[config.mk]
export PLATFORM = sky130hd
export DESIGN_NAME = sdram_aref_ctrl
export DESIGN_NICKNAME = d
export VERILOG_FILES = /design/src/rtl/sdram_aref_ctrl.sv
export SDC_FILE = /design/constraint.sdc
export NUM_CORES = 1
export LEC_CHECK = 0
export CAP_MARGIN = 20
export CORE_ASPECT_RATIO = 0.8
export CORE_MARGIN = 2
export CORE_UTILIZATION = 45
export CTS_CLUSTER_DIAMETER = 40
export DETAILED_ROUTE_END_ITERATION = 8
export PLACE_DENSITY = 0.71
export SETUP_SLACK_MARGIN = 0.15
export SLEW_MARGIN = 40
export SYNTH_ARGS = -nofsm -noshare
export SYNTH_HDL_FRONTEND = slang
export SYNTH_SLANG_ARGS = --single-unit
[constraint.sdc]
create_clock -name sys_clk -period 1.75 [get_ports sys_clk]
set_clock_uncertainty 0.1 [all_clocks]
set_input_delay 0.35 -clock sys_clk [delete_from_list [all_inputs] [get_ports sys_clk]]
set_output_delay 0.35 -clock sys_clk [all_outputs]
set_load 0.02 [all_outputs]
[src/rtl/sdram_aref_ctrl.sv]
// sdram_aref_ctrl: periodic auto-refresh requester and PRECHARGE/AUTO_REFRESH command sequencer
module sdram_aref_ctrl #(
    parameter int CNT_REF_MAX = 750,
    parameter int TRP_CLK     = 2,
    parameter int TRFC_CLK    = 7,
    parameter int AREF_NUM    = 2
) (
    input  logic        sys_clk,
    input  logic        sys_rst_n,
    input  logic        init_end_i,
    input  logic        aref_en_i,
    output logic        aref_req_o,
    output logic        aref_end_o,
    output logic [3:0]  aref_cmd_o,
    output logic [1:0]  aref_ba_o,
    output logic [12:0] aref_addr_o
);
    localparam int PMAX = TRP_CLK > TRFC_CLK ? TRP_CLK : TRFC_CLK;
    localparam int PW   = $clog2(PMAX + 1);
    localparam int IW   = $clog2(CNT_REF_MAX);
    localparam int RW   = $clog2(AREF_NUM + 1);
    localparam logic [PW-1:0] TRP_LAST = PW'(TRP_CLK - 1);
    localparam logic [PW-1:0] TRF_LAST = PW'(TRFC_CLK - 1);
    localparam logic [IW-1:0] INT_LAST = IW'(CNT_REF_MAX - 1);
    localparam logic [RW-1:0] REF_NUM  = RW'(AREF_NUM);
    localparam logic [3:0]    CMD_NOP  = 4'b0111;
    localparam logic [3:0]    CMD_PRE  = 4'b0010;
    localparam logic [3:0]    CMD_REF  = 4'b0001;
    localparam logic [12:0]   ADDR_IDL = 13'h1fff;
    localparam logic [12:0]   ADDR_PRE = 13'h0400;
    typedef enum logic [2:0] {IDLE, PCHA, TRP, AREF, TRF, END} state_t;
    state_t        state;
    logic [IW-1:0] cnt_int;
    logic [PW-1:0] cnt_ph;
    logic [RW-1:0] cnt_ref;
    logic          wrap;
    logic          grant;
    assign wrap      = init_end_i && cnt_int == INT_LAST;
    assign grant     = state == IDLE && aref_en_i && aref_req_o;
    assign aref_ba_o = 2'b11;
    // a grant consumes the single pending request even on a coincident wrap
    always_ff @(posedge sys_clk) begin
        if (!sys_rst_n || !init_end_i) begin
            cnt_int    <= '0;
            aref_req_o <= 1'b0;
        end else begin
            cnt_int    <= wrap ? '0 : cnt_int + 1'b1;
            aref_req_o <= grant ? 1'b0 : (wrap ? 1'b1 : aref_req_o);
        end
    end
    // outputs are registered alongside the state they belong to
    always_ff @(posedge sys_clk) begin
        if (!sys_rst_n) begin
            state       <= IDLE;
            cnt_ph      <= '0;
            cnt_ref     <= '0;
            aref_end_o  <= 1'b0;
            aref_cmd_o  <= CMD_NOP;
            aref_addr_o <= ADDR_IDL;
        end else begin
            case (state)
                IDLE: if (grant) begin
                    state       <= PCHA;
                    aref_cmd_o  <= CMD_PRE;
                    aref_addr_o <= ADDR_PRE;
                end
                PCHA: begin
                    state       <= TRP;
                    aref_cmd_o  <= CMD_NOP;
                    aref_addr_o <= ADDR_IDL;
                end
                TRP: if (cnt_ph == TRP_LAST) begin
                    state      <= AREF;
                    cnt_ph     <= '0;
                    aref_cmd_o <= CMD_REF;
                end else cnt_ph <= cnt_ph + 1'b1;
                AREF: begin
                    state      <= TRF;
                    cnt_ref    <= cnt_ref + 1'b1;
                    aref_cmd_o <= CMD_NOP;
                end
                TRF: if (cnt_ph == TRF_LAST) begin
                    cnt_ph     <= '0;
                    state      <= cnt_ref < REF_NUM ? AREF : END;
                    aref_cmd_o <= cnt_ref < REF_NUM ? CMD_REF : CMD_NOP;
                    aref_end_o <= cnt_ref >= REF_NUM;
                end else cnt_ph <= cnt_ph + 1'b1;
                default: begin
                    state      <= IDLE;
                    cnt_ref    <= '0;
                    aref_end_o <= 1'b0;
                end
            endcase
        end
    end
endmodule

==> flow_summary.json <==
{
  "yosys_warnings": 0,
  "p_leak_nw": 0.508,
  "final_nets": 171,
  "synthFlopType": "dfxtp_1",
  "antenna_found_initial": 0,
  "pre_cts_ws_ns": -0.113,
  "synth-xor-area-share": 0.0340,
  "clock_power_share": 0.286,
  "critPathArrivalTime_ns": 1.09,
  "mostFrequentLayoutCells": "18 x dfxtp_1, 17 x nor2_1, 17 x dlygate4sd2_1",
  "layout_commonest_cell": "dfxtp_1",
  "critPathKind": "reg2out",
  "setup.worst_path.start_class": "flip-flop",
  "path_clk_slew_ns": 0.13,
  "worstPathCellList": "dlygate4sd2_1",
  "cp.required_ns": 1.30,
  "synth_top_family_by_area": "compound AO/OA/AOI/OAI gates",
  "num_vias": 1049,
  "p_sw_frac": 0.220,
  "cts_made_buffers": 3,
  "cts_root_buf": "clkbuf_4",
  "grt_pass1_vias": 922,
  "synth_compound_area_frac": 0.214,
  "synth-simple-area-share": 0.201,
  "worst_slack_ns": 0.208,
  "drt-wirelength-per-cell_um": 12.4,
  "irDropWorstVdd_mv": 0.254,
  "avgSynthCellArea_um2": 8.63,
  "grt_pass1_wl_mm": 4.12,
  "htree_levels": 1,
  "p_per_area_mw_per_mm2": 564,
  "grt_usage": 0.161,
  "gp_congestion": 0.789,
  "via_per_inst": 5.25,
  "synth-edff-count": 0,
  "finalCritPeriodShare": 0.881,
  "yosysSeqAreaShare": 0.374,
  "min_period_ns": 1.54,
  "crit_path_max_incr_delay_ns": 0.43,
  "cp_slowest_cell": "dfxtp_2",
  "final_area_mm2": 0.00146,
  "die_y_um": 51.8,
  "hold_ws_ns": 0.355,
  "hpwlAfterDp_mm": 1.88,
  "dpl_cell_area_mm2": 0.00144,
  "ant_nets": 0,
  "p_seq_frac": 0.668,
  "crit_family": "flip-flops",
  "std_cell_rows": 17,
  "portBuffers": 20,
  "cap_violations": 0,
  "p_total_mw": 0.825,
  "synth_fa_ha_area_frac": 0.0292,
  "layout-drive-gt1-share": 0.148,
  "n_antenna_cell": 0,
  "final_cells": 200,
  "area_growth_pct": 13.7,
  "fp.dieArea_mm2": 0.00330,
  "switchingPower_mw": 0.181,
  "hold_path_class": "reg2reg",
  "outcome": "completed",
  "grt_start_max_net_pins": 14,
  "synth_seq_cells": 24,
  "grt.overflow.total": 0,
  "worstPathMaxFanout": 13,
  "finalMaxSlewViolations": 0,
  "synthMuxAreaShare": 0.00778,
  "drt_iter0_markers": 24,
  "io_pins": 25,
  "crit_buf_inv": 1,
  "dp_cells": 197,
  "cts.path.max_buffers": 2,
  "clock_latency_ns": 0.31,
  "hold_buffers": 0,
  "rsz0062_at_grt": "yes",
  "fin_util": 0.533,
  "die_w_um": 63.8,
  "power.internal_mw": 0.644,
  "drc_errors": 0,
  "setup_viol": 0,
  "yosysUniqueCellTypes": 45,
  "synth.cell_area_mm2": 0.00129,
  "hold_viol": 0,
  "syn_inst": 149,
  "async_flop_share": 0,
  "fin_tns_setup_ns": 0,
  "cts_tree": "built",
  "wirelength_mm": 2.47,
  "initial_core_util": 0.469,
  "firstDrtPassIters": 4,
  "cts_sinks": 24,
  "maxClockFrequency_ghz": 0.648,
  "pwr-share-comb": 0.045,
  "coreArea_mm2": 0.00274,
  "end_kind": "primary output"
}
[state kept, by name (all words and copies together), names as in the netlist]
| signal | count |
|---|---|
| aref_addr_o | 1 |
| cnt_int | 10 |
| cnt_ref | 2 |
| aref_end_o | 1 |
| aref_req_o | 1 |
| aref_cmd_o | 3 |
| state | 3 |
| cnt_ph | 3 |
[final timing paths]
check                                startpoint        endpoint  slack [ns]  cells after the start
worst max register to register       cnt_int[5]      cnt_int[9]        0.22                      3
worst min-delay path                 aref_end_o      aref_end_o        0.36                      2
worst max-delay path            aref_addr_o[11]  aref_addr_o[4]        0.21                      1
worst min register to register       aref_end_o      aref_end_o        0.36                      2
[layer usage]
metal	GRT usage	part of all wire
met5	0	0
met4	0.0652	0.0069
met3	0.0325	0.048
met2	0.256	0.46
met1	0.216	0.48
[worst reg2reg max path, stage by stage, from the launching register on]
cell	delay, ns
dfxtp_1	0.43
nand3_1	0.24
or4_1	0.53
a31oi_1	0.16
[layout make-up]
type / count / area (µm²)
clock buffer: 3 / 22.5
fill: 259 / 1280
inverter: 8 / 30.0
multi-input combinational: 101 / 651
sequential: 24 / 488
tap: 38 / 47.5
timing repair buffer: 26 / 224
[what timing repair did]
action	in CTS	in global routing
hold endpoints to repair	0	0
setup endpoints to repair	22	12
buffers inserted	0	0
gates resized for setup	22	3
[cell usage after synthesis (2+ instances only)]
| cell | n | area share |
|---|---|---|
| a21oi_1 | 11 | 0.043 |
| a41oi_1 | 2 | 0.014 |
| buf_4 | 16 | 0.093 |
| buf_6 | 2 | 0.018 |
| conb_1 | 2 | 0.0058 |
| dfxtp_1 | 24 | 0.37 |
| ha_1 | 3 | 0.029 |
| inv_1 | 7 | 0.020 |
| nand2_1 | 12 | 0.035 |
| nand3_1 | 3 | 0.012 |
| nor2_1 | 17 | 0.050 |
| o211ai_1 | 4 | 0.023 |
| o21a_1 | 4 | 0.023 |
| o21ai_0 | 7 | 0.027 |
| o31ai_1 | 2 | 0.012 |
| xnor2_1 | 2 | 0.014 |
| xor2_1 | 3 | 0.020 |
[power groups by stage]
stage               Clock (mW)  Combinational, mW  Sequential, mW
detailed placement           0             0.0368           0.564
global placement             0             0.0363           0.563
global route             0.270             0.0414           0.552
CTS                      0.240             0.0375           0.551
finish                   0.236             0.0375           0.551
floorplan                    0             0.0254           0.563
[cell families after synthesis]
| kind of cell | after synthesis |
|---|---|
| AND/OR/NAND/NOR | 48 |
| AO/OA/AOI/OAI | 40 |
| buffers and inverters | 26 |
| flip-flops | 24 |
| XOR/XNOR | 5 |
| adder cells (fa/ha/maj) | 3 |
| other | 2 |
| multiplexers | 1 |
Power figures use the tool's default switching activity.
